`src/rtl/mips_pkg.sv`:
```
// ---------------------------------------------------------------------------
// mips_pkg
// Shared definitions for the 5-stage core's pipeline boundary registers.
//   - Bit positions inside the 11-bit control bundle carried between stages.
//   - State encoding for the pipe_stage_skid occupancy FSM.
//   - Small helpers used by the stage register.
// ---------------------------------------------------------------------------
package mips_pkg;

   // Control bundle layout (LSB first)
   localparam int CTRL_MEMWRITE  = 0;
   localparam int CTRL_MEMREAD   = 1;
   localparam int CTRL_WEN       = 2;
   localparam int CTRL_REGDST    = 3;
   localparam int CTRL_MEMTOREG  = 4;
   localparam int CTRL_ALUSRC    = 5;
   localparam int CTRL_PCCTL     = 6;
   localparam int CTRL_ALUOP_LSB = 7;
   localparam int CTRL_W         = 11;

   // Occupancy of the main (M) / skid (S) register pair
   typedef logic [1:0] pipe_state_t;
   localparam logic [1:0] ST_EMPTY = 2'd0;   // M and S invalid
   localparam logic [1:0] ST_ONE   = 2'd1;   // M valid
   localparam logic [1:0] ST_FULL  = 2'd2;   // M and S valid

   // Number of beats held by the stage in a given state.
   function automatic logic [1:0] st_beats(input pipe_state_t st);
      case (st)
         ST_ONE:  st_beats = 2'd1;
         ST_FULL: st_beats = 2'd2;
         default: st_beats = 2'd0;
      endcase
   endfunction

endpackage

```
`src/rtl/sat_counter.sv`:
```
// ---------------------------------------------------------------------------
// sat_counter
// Free-running statistics counter that adds 0..3 per cycle and sticks at
// all-ones instead of wrapping.
//   clk    in   clock
//   rst_n  in   asynchronous active-low clear
//   inc    in   [1:0] amount to add this cycle
//   cnt    out  [CNT_W-1:0] current count
// ---------------------------------------------------------------------------
module sat_counter #(
   parameter int CNT_W = 16
) (
   input  logic             clk,
   input  logic             rst_n,
   input  logic [1:0]       inc,
   output logic [CNT_W-1:0] cnt
);

   logic [CNT_W-1:0] cnt_q, cnt_d;
   logic [CNT_W:0]   sum;

   // One extra bit catches overflow; with inc <= 3 a carry out always means
   // the true sum exceeded all-ones.
   always_comb begin
      sum   = {1'b0, cnt_q} + {{(CNT_W-1){1'b0}}, inc};
      cnt_d = sum[CNT_W] ? {CNT_W{1'b1}} : sum[CNT_W-1:0];
   end

   always_ff @(posedge clk or negedge rst_n) begin
      if (!rst_n) cnt_q <= '0;
      else        cnt_q <= cnt_d;
   end

   assign cnt = cnt_q;

endmodule

```
`src/rtl/pipe_stage_skid.sv`:
```
// ---------------------------------------------------------------------------
// pipe_stage_skid
// One pipeline boundary of the 5-stage core: valid/ready handshake with a
// 2-entry skid (main M drives the outputs, skid S catches the beat that
// arrives while downstream stalls). in_ready is registered so upstream never
// sees a combinational path from out_ready.
//   clk        in   clock
//   rst        in   asynchronous active-low reset
//   in_valid   in   upstream beat valid
//   in_ready   out  stage can accept a beat (registered)
//   in_data    in   [DATA_W-1:0] payload
//   in_ctrl    in   [CTRL_W-1:0] control bundle
//   flush      in   synchronous kill of held and incoming beats
//   out_valid  out  downstream beat valid
//   out_ready  in   downstream can accept
//   out_data   out  [DATA_W-1:0] payload (holds last value on bubbles)
//   out_ctrl   out  [CTRL_W-1:0] control bundle, zero on bubbles
//   stall_cnt  out  [CNT_W-1:0] cycles with out_valid & !out_ready (saturating)
//   drop_cnt   out  [CNT_W-1:0] beats discarded by flush (saturating)
// ---------------------------------------------------------------------------
module pipe_stage_skid #(
   parameter int DATA_W = 32,
   parameter int CTRL_W = 11,
   parameter int CNT_W  = 16
) (
   input  logic              clk,
   input  logic              rst,
   input  logic              in_valid,
   output logic              in_ready,
   input  logic [DATA_W-1:0] in_data,
   input  logic [CTRL_W-1:0] in_ctrl,
   input  logic              flush,
   output logic              out_valid,
   input  logic              out_ready,
   output logic [DATA_W-1:0] out_data,
   output logic [CTRL_W-1:0] out_ctrl,
   output logic [CNT_W-1:0]  stall_cnt,
   output logic [CNT_W-1:0]  drop_cnt
);

   import mips_pkg::*;

   pipe_state_t       state_q, state_d;
   logic [DATA_W-1:0] m_data_q, m_data_d;
   logic [CTRL_W-1:0] m_ctrl_q, m_ctrl_d;
   logic [DATA_W-1:0] s_data_q, s_data_d;
   logic [CTRL_W-1:0] s_ctrl_q, s_ctrl_d;
   logic              in_ready_q, in_ready_d;

   logic              acc, fire;
   logic [1:0]        stall_inc, drop_inc;
   logic [1:0]        held;

   assign out_valid = (state_q != ST_EMPTY);
   assign in_ready  = in_ready_q;
   assign out_data  = m_data_q;
   // Bubbles must never carry a write/memory enable downstream.
   assign out_ctrl  = out_valid ? m_ctrl_q : '0;

   always_comb begin
      acc      = in_valid & in_ready_q;
      fire     = out_valid & out_ready;

      state_d  = state_q;
      m_data_d = m_data_q;
      m_ctrl_d = m_ctrl_q;
      s_data_d = s_data_q;
      s_ctrl_d = s_ctrl_q;
      drop_inc = 2'd0;
      held     = st_beats(state_q);

      if (flush) begin
         // A beat leaving through the output this cycle still completes, so
         // it is not counted; an incoming beat counts but is not captured.
         state_d  = ST_EMPTY;
         drop_inc = held - {1'b0, fire} + {1'b0, acc};
      end else begin
         case (state_q)
            ST_EMPTY: begin
               if (acc) begin
                  state_d  = ST_ONE;
                  m_data_d = in_data;
                  m_ctrl_d = in_ctrl;
               end
            end
            ST_ONE: begin
               if (acc && !fire) begin
                  state_d  = ST_FULL;
                  s_data_d = in_data;
                  s_ctrl_d = in_ctrl;
               end else if (acc && fire) begin
                  m_data_d = in_data;
                  m_ctrl_d = in_ctrl;
               end else if (fire) begin
                  state_d  = ST_EMPTY;
               end
            end
            ST_FULL: begin
               // in_ready is low here, so only draining is possible.
               if (fire) begin
                  state_d  = ST_ONE;
                  m_data_d = s_data_q;
                  m_ctrl_d = s_ctrl_q;
               end
            end
            default: state_d = ST_EMPTY;
         endcase
      end

      // Registered ready: accept next cycle whenever the skid will be free.
      in_ready_d = (state_d != ST_FULL);
      stall_inc  = {1'b0, out_valid & ~out_ready};
   end

   always_ff @(posedge clk or negedge rst) begin
      if (!rst) begin
         state_q    <= ST_EMPTY;
         in_ready_q <= 1'b1;
         m_data_q   <= '0;
         m_ctrl_q   <= '0;
         s_data_q   <= '0;
         s_ctrl_q   <= '0;
      end else begin
         state_q    <= state_d;
         in_ready_q <= in_ready_d;
         m_data_q   <= m_data_d;
         m_ctrl_q   <= m_ctrl_d;
         s_data_q   <= s_data_d;
         s_ctrl_q   <= s_ctrl_d;
      end
   end

   sat_counter #(.CNT_W(CNT_W)) u_stall_cnt (
      .clk   (clk),
      .rst_n (rst),
      .inc   (stall_inc),
      .cnt   (stall_cnt)
   );

   sat_counter #(.CNT_W(CNT_W)) u_drop_cnt (
      .clk   (clk),
      .rst_n (rst),
      .inc   (drop_inc),
      .cnt   (drop_cnt)
   );

endmodule

```
`config.mk`:
```
export PLATFORM = sky130hd
export DESIGN_NAME = pipe_stage_skid
export DESIGN_NICKNAME = d
export VERILOG_FILES = /design/src/rtl/mips_pkg.sv /design/src/rtl/sat_counter.sv /design/src/rtl/pipe_stage_skid.sv
export SDC_FILE = /design/constraint.sdc
export NUM_CORES = 1
export LEC_CHECK = 0
export ABC_CLOCK_PERIOD_IN_PS = 3000
export CAP_MARGIN = 20
export CORE_MARGIN = 4
export CORE_UTILIZATION = 45
export DETAILED_ROUTE_END_ITERATION = 8
export HOLD_SLACK_MARGIN = 0.12
export PLACE_DENSITY_LB_ADDON = 0.15
export SLEW_MARGIN = 20
export SYNTH_ARGS = -nofsm -noshare
export SYNTH_HDL_FRONTEND = slang
export SYNTH_SLANG_ARGS = --single-unit
```
`constraint.sdc`:
```
create_clock -name clk -period 3 [get_ports clk]
set_input_delay 0.3 -clock clk [delete_from_list [all_inputs] [get_ports clk]]
set_output_delay 0.3 -clock clk [all_outputs]
set_load 0.005 [all_outputs]
```
# --- Word level (Yosys, flattened, before mapping) ---
# Cells that the tools add are included.
totals:
  regBits: 121
  latch_bits: 0
  ramBits: 0
  romBits: 0
  in_bits: 48
  output_inout_bits: 77
  word_cells: 54
  memories: 0
classes:
  addsub: 4
  mul: 0
  n_div: 0
  magnitude_cmp: 0
  n_eq_ne: 7
  n_shift: 0
  n_mux: 22
  n_bitwise: 5
  reduce_logical: 8
op_table:
  columns: ["cell", "n"]
  rows:
  - ["two-way mux 32 bit", 4]
  - ["case mux 32 bit (3 select lines)", 1]
  - ["two-way mux 11 bit", 5]
  - ["case mux 11 bit (3 select lines)", 1]
  - ["two-way mux 16 bit", 2]
  - ["adder 16 x 1 -> 17 bit", 1]
  - ["adder 16 x 2 -> 17 bit", 1]
  - ["two-way mux 2 bit", 7]
  - ["inequality test 2 bit, second input constant", 5]
  - ["case mux 2 bit (3 select lines)", 1]
  - ["AND reduction 6 bit", 1]
  - ["case mux 2 bit (2 select lines)", 1]
  - ["AND 1 bit", 3]
  - ["AND reduction 3 bit", 1]
  - ["nonzero test 3 bit", 1]
  - ["adder 2 x 1 -> 2 bit", 1]
  - ["== test 2 x 1 -> 1 bit, second input constant", 1]
  - ["== test 2 bit, second input constant", 1]
  - ["logical AND 1 bit", 2]
  - ["zero test 2 bit", 1]
  - ["NOT 1 bit", 2]
  - ["nonzero test 2 bit", 1]
  - ["subtractor 2 x 1 -> 2 bit", 1]
  - ["zero test 1 bit", 1]

# --- Longest topological paths before layout ---
logic_depth:
  ltp_word: 8
  mapped_depth: 16
  ltp_nobuf: 14

# --- Cells and area by module ---
# Synthesis repeated with hierarchy kept, for this count alone.
unflattened:
  cells_unflattened: 482
  hier_area_um2: 5635.4
by_module_without_submodules:
  columns: ["mod", "n_inst", "cells_each", "area_per_inst_um2"]
  rows:
  - ["pipe_stage_skid", 1, 324, 3961.3]
  - ["sat_counter", 2, 79, 837.1]

# --- Worst setup path after synthesis ---
# OpenSTA, ideal clock, no wires.
synth_timing:
  path_type: "reg2reg"
  from: "reg state_q[0]"
  to: "reg u_drop_cnt.cnt_q[13] (netlist: u_drop_cnt.cnt[13])"
  t_arrival_ns: 3.150
  slack_ns: -0.216
  path_stages_with_launch: 17
  path_buffers: 3
  path_cell_list: "dfrtp_1 -> buf_2 -> nor2_1 -> clkbuf_1 -> nor2b_1 -> ha_1 -> inv_1 -> ha_1 -> xnor2_1 -> xnor2_1 -> nand2_1 -> fa_1 -> nand2b_1 -> nor2_1 -> nand3_1 -> buf_2 -> nand2_1"
synth_via:
  elab_chain_cells: 7
synth_rtl:
  columns: ["item", "line_no", "rtl"]
  rows:
  - ["start: declaration", "pipe_stage_skid.sv:43", "pipe_state_t state_q, state_d;"]
  - ["start signal: assignment", "pipe_stage_skid.sv:124", "state_q <= state_d;"]
  - ["== test 2 bit, or another cell as far along", "mips_pkg.sv:29", "case (st)"]
  - ["case mux 2 bit (2 select lines) or AND 1 bit (tied branches)", "mips_pkg.sv:29, pipe_stage_skid.sv:62", null]
  - ["subtractor 2 x 1 -> 2 bit *", "pipe_stage_skid.sv:76", "drop_inc = held - {1'b0, fire} + {1'b0, acc};"]
  - ["adder 2 x 1 -> 2 bit *", "pipe_stage_skid.sv:76", null]
  - ["two-way mux 2 bit *", "pipe_stage_skid.sv:72", "if (flush) begin"]
  - ["adder 16 x 2 -> 17 bit *", "sat_counter.sv:25", "sum = {1'b0, cnt_q} + {{(CNT_W-1){1'b0}}, inc};"]
  - ["two-way mux 16 bit *", "sat_counter.sv:26", "cnt_d = sum[CNT_W] ? {CNT_W{1'b1}} : sum[CNT_W-1:0];"]
  - ["net u_drop_cnt.cnt_d[13]", "sat_counter.sv:19", "logic [CNT_W-1:0] cnt_q, cnt_d;"]
  - ["end signal: assignment", "sat_counter.sv:31", "else cnt_q <= cnt_d;"]
  - ["end: declaration", "sat_counter.sv:19", null]
# Mark *: on every way through the listed nets, which the timed path passes. The rest lies on a longest branch.
# A chain may end at the register's enable or synchronous reset.

# --- Final worst setup path ---
layout_timing:
  from: "reg state_q[0]"
  to: "reg u_drop_cnt.cnt_q[15] (netlist: u_drop_cnt.cnt[15])"
# The elaborated chain is that of the path after synthesis.

==> results_dict.tcl <==
set metrics [dict create \
    status "complete, no violations" \
    p_leak_nw 3.43 \
    first_iter_violations 160 \
    drive_gt1_frac 0.158 \
    final_util 0.632 \
    clk_latency_ps 400 \
    dp_hpwl_mm 8.35 \
    crit_required_ps 3290 \
    cts_num_sinks 121 \
    post-route-drc-count 0 \
    io_buffer_count 124 \
    fp.dieArea_um2 14500 \
    power-per-cell-area_nw_per_um2 700 \
    place_area_um2 7140 \
    gp_congestion 0.777 \
    power_switching_mw 1.35 \
    antennaDiodeCount 0 \
    syn-num-nets 532 \
    final_area_um2 7720 \
    p_seq_frac 0.424 \
    synth_seq_cells 121 \
    core_area_um2 12200 \
    maxCapViolations 0 \
    fin_skew_ps 7.11 \
    layout.nets 667 \
    ctsRootBufferMaster "clkbuf_16" \
    period_needed_ps 2750 \
    end_kind "flip-flop" \
    die_x_um 121 \
    final_antenna_net_count 0 \
    min_path_type "input pin to async pin" \
    cp.arrival_ps 3040 \
    cts_made_buffers 17 \
    synth_flop_cell "dfrtp_1" \
    post_cts_buffers 0 \
    p_comb_frac 0.223 \
    wl_per_cell_um 15.9 \
    cts_tree "done" \
    pwr-share-clk 0.353 \
    syn_avg_cell_area_um2 12.0 \
    grt_max_degree 87 \
    worst_pin_slew_ps 803 \
    area_delta_synth_final_pct 35.4 \
    path_max_fanout 3 \
    totalWireLength_mm 12.6 \
    grt_pass1_vias 4213 \
    finalPower_mw 5.41 \
    grt_pass1_wl_mm 21.1 \
    ys_warn_count 0 \
    crit_path_start_kind "flip-flop" \
    fp.dieH_um 121 \
    rows 40 \
    grt_use_total 0.182 \
    clkTransAtPathRegs_ps 50 \
    synth_area_um2 5700 \
    drt_first_pass_iters 4 \
    clockBufferDepth 2 \
    grt_overflow 0 \
    yosys.cell_types.count 42 \
    vias 3991 \
    ys_async_sr_fraction 1.00 \
    final-hold-violation-count 0 \
    initial_core_util 0.467 \
    io_pins 125 \
    grt_setup_unrepaired "false" \
    final_cell_mix "clkdlybuf4s50_1, dfrtp_1, nor2_1, a21oi_1, mux2i_1" \
    setup_viol 0 \
    viasPerCell 5.05 \
    h-tree-depth 4 \
    ys_seq_area_frac 0.531 \
    layout_commonest_cell "clkdlybuf4s50_1" \
    ir_worst_vdd_v 0.000431 \
    relSlewSlack 0.465 \
    slew_viol_final 0 \
    synth-edff-count 0 \
    synthCells 477 \
    antenna_found_initial 0 \
    crit_type "flip-flop to flip-flop" \
    switching_share 0.250 \
    internal_power_mw 4.06 \
    max_freq_ghz 0.363 \
    finalCritPeriodShare 0.918 \
]
[flip-flops by register name, summed over array words and instances (netlist names)]
signal / count
s_data_q: 32
u_drop_cnt.cnt: 16
out_data: 32
s_ctrl_q: 11
u_stall_cnt.cnt: 16
in_ready: 1
m_ctrl_q: 11
state_q: 2
[worst max-delay path, cell delays in order, from the launching register on]
cell and delay (ps):
dfrtp_1 400, nor2_2 140, nor2b_1 60, ha_1 260
inv_1 40, ha_1 210, xnor2_2 140, xnor2_1 120
nand2_1 110, inv_1 60, ha_1 260, a21o_1 180
and4_1 230, nand3_1 110, mux2_2 330
[power by group through the flow]
stage               Combinational [mW]  Sequential (mW)  Clock (mW)
floorplan                        0.620             2.25           0
global placement                  1.18             2.30           0
detailed placement                1.21             2.31           0
CTS                               1.23             2.29        1.96
global route                      1.33             2.34        2.04
finish                            1.21             2.29        1.91
[per-stage QoR]
stage / setup WS [ps] / hold WS, ps / TNS, ps / std cells
floorplan: 17.6 / 4.41 / 0 / 477
global placement: -20.4 / 227 / -39.5 / 760
detailed placement: -90.7 / 232 / -673 / 760
CTS: 171 / 344 / 0 / 790
global route: 11.6 / 371 / 0 / 790
finish: 247 / 346 / 0 / 790
[cells by family (layout without fill, tap and decap cells)]
logic type               after synthesis  after routing  synth area share
AO/OA/AOI/OAI                         63             63            0.0608
flip-flops                           121            121             0.531
XOR/XNOR                              20             20            0.0307
multiplexers                          89             89             0.192
adder cells (fa/ha/maj)                7              7            0.0167
buffers and inverters                 32            177            0.0347
AND/OR/NAND/NOR                      145            145             0.133
[path summary, 6_finish.rpt]
check,startpoint,end,slack [ps],depth (start not counted)
worst min-delay path,rst,u_stall_cnt.cnt[7],350,2
max in group asynchronous,rst,out_data[30],1750,3
worst max register to register,state_q[0],u_drop_cnt.cnt[15],250,14
worst max-delay path,state_q[0],u_drop_cnt.cnt[15],250,14
min in group clk,s_data_q[12],s_data_q[12],510,1
worst min register to register,s_data_q[12],s_data_q[12],510,1
[routing by layer]
metal / vias up / wire (um) / global-route usage
li1: 1923 / - / -
met1: 1970 / 5490 / 0.226
met2: 88 / 6290 / 0.300
met3: 10 / 679 / 0.0674
met4: 0 / 114 / 0.0489
met5: - / 0 / 0
[layout make-up]
type	count	area, um2
timing repair buffer	140	1390
clock buffer	27	523
multi-input combinational	324	2510
sequential	121	3030
inverter	8	30.0
clock inverter	2	35.0
tap	168	210
fill	1023	4490
[Yosys cell counts (2+ instances only)]
cell	number	area, um2
o21ai_0	6	30.0
a41oi_1	3	26.3
nand3_1	10	50.1
and2_1	4	25.0
mux2_4	40	601
nor2_1	53	199
nand2_1	28	105
mux2_2	4	45.0
nand4_4	2	42.5
buf_2	7	35.0
and3_1	5	31.3
nand4_1	4	25.0
ha_1	6	75.1
nor2b_1	16	100
nand2b_1	6	37.5
and4_1	3	26.3
mux2i_1	44	440
nand3b_1	2	15.0
xnor2_1	11	96.3
clkbuf_1	2	7.51
a21oi_1	46	230
buf_4	10	75.1
xor2_1	9	78.8
nor3_1	5	25.0
dfrtp_1	120	3000
buf_6	4	45.0
a31oi_1	4	25.0
a21o_1	2	15.0
inv_1	8	30.0
[repair_timing]
item,in CTS,in global routing
hold buffers,1,0
gates resized for setup,0,2
endpoints found under the hold margin,24,0
endpoints found under the setup margin,0,14
No activity file was read; power rests on OpenSTA's default activity.
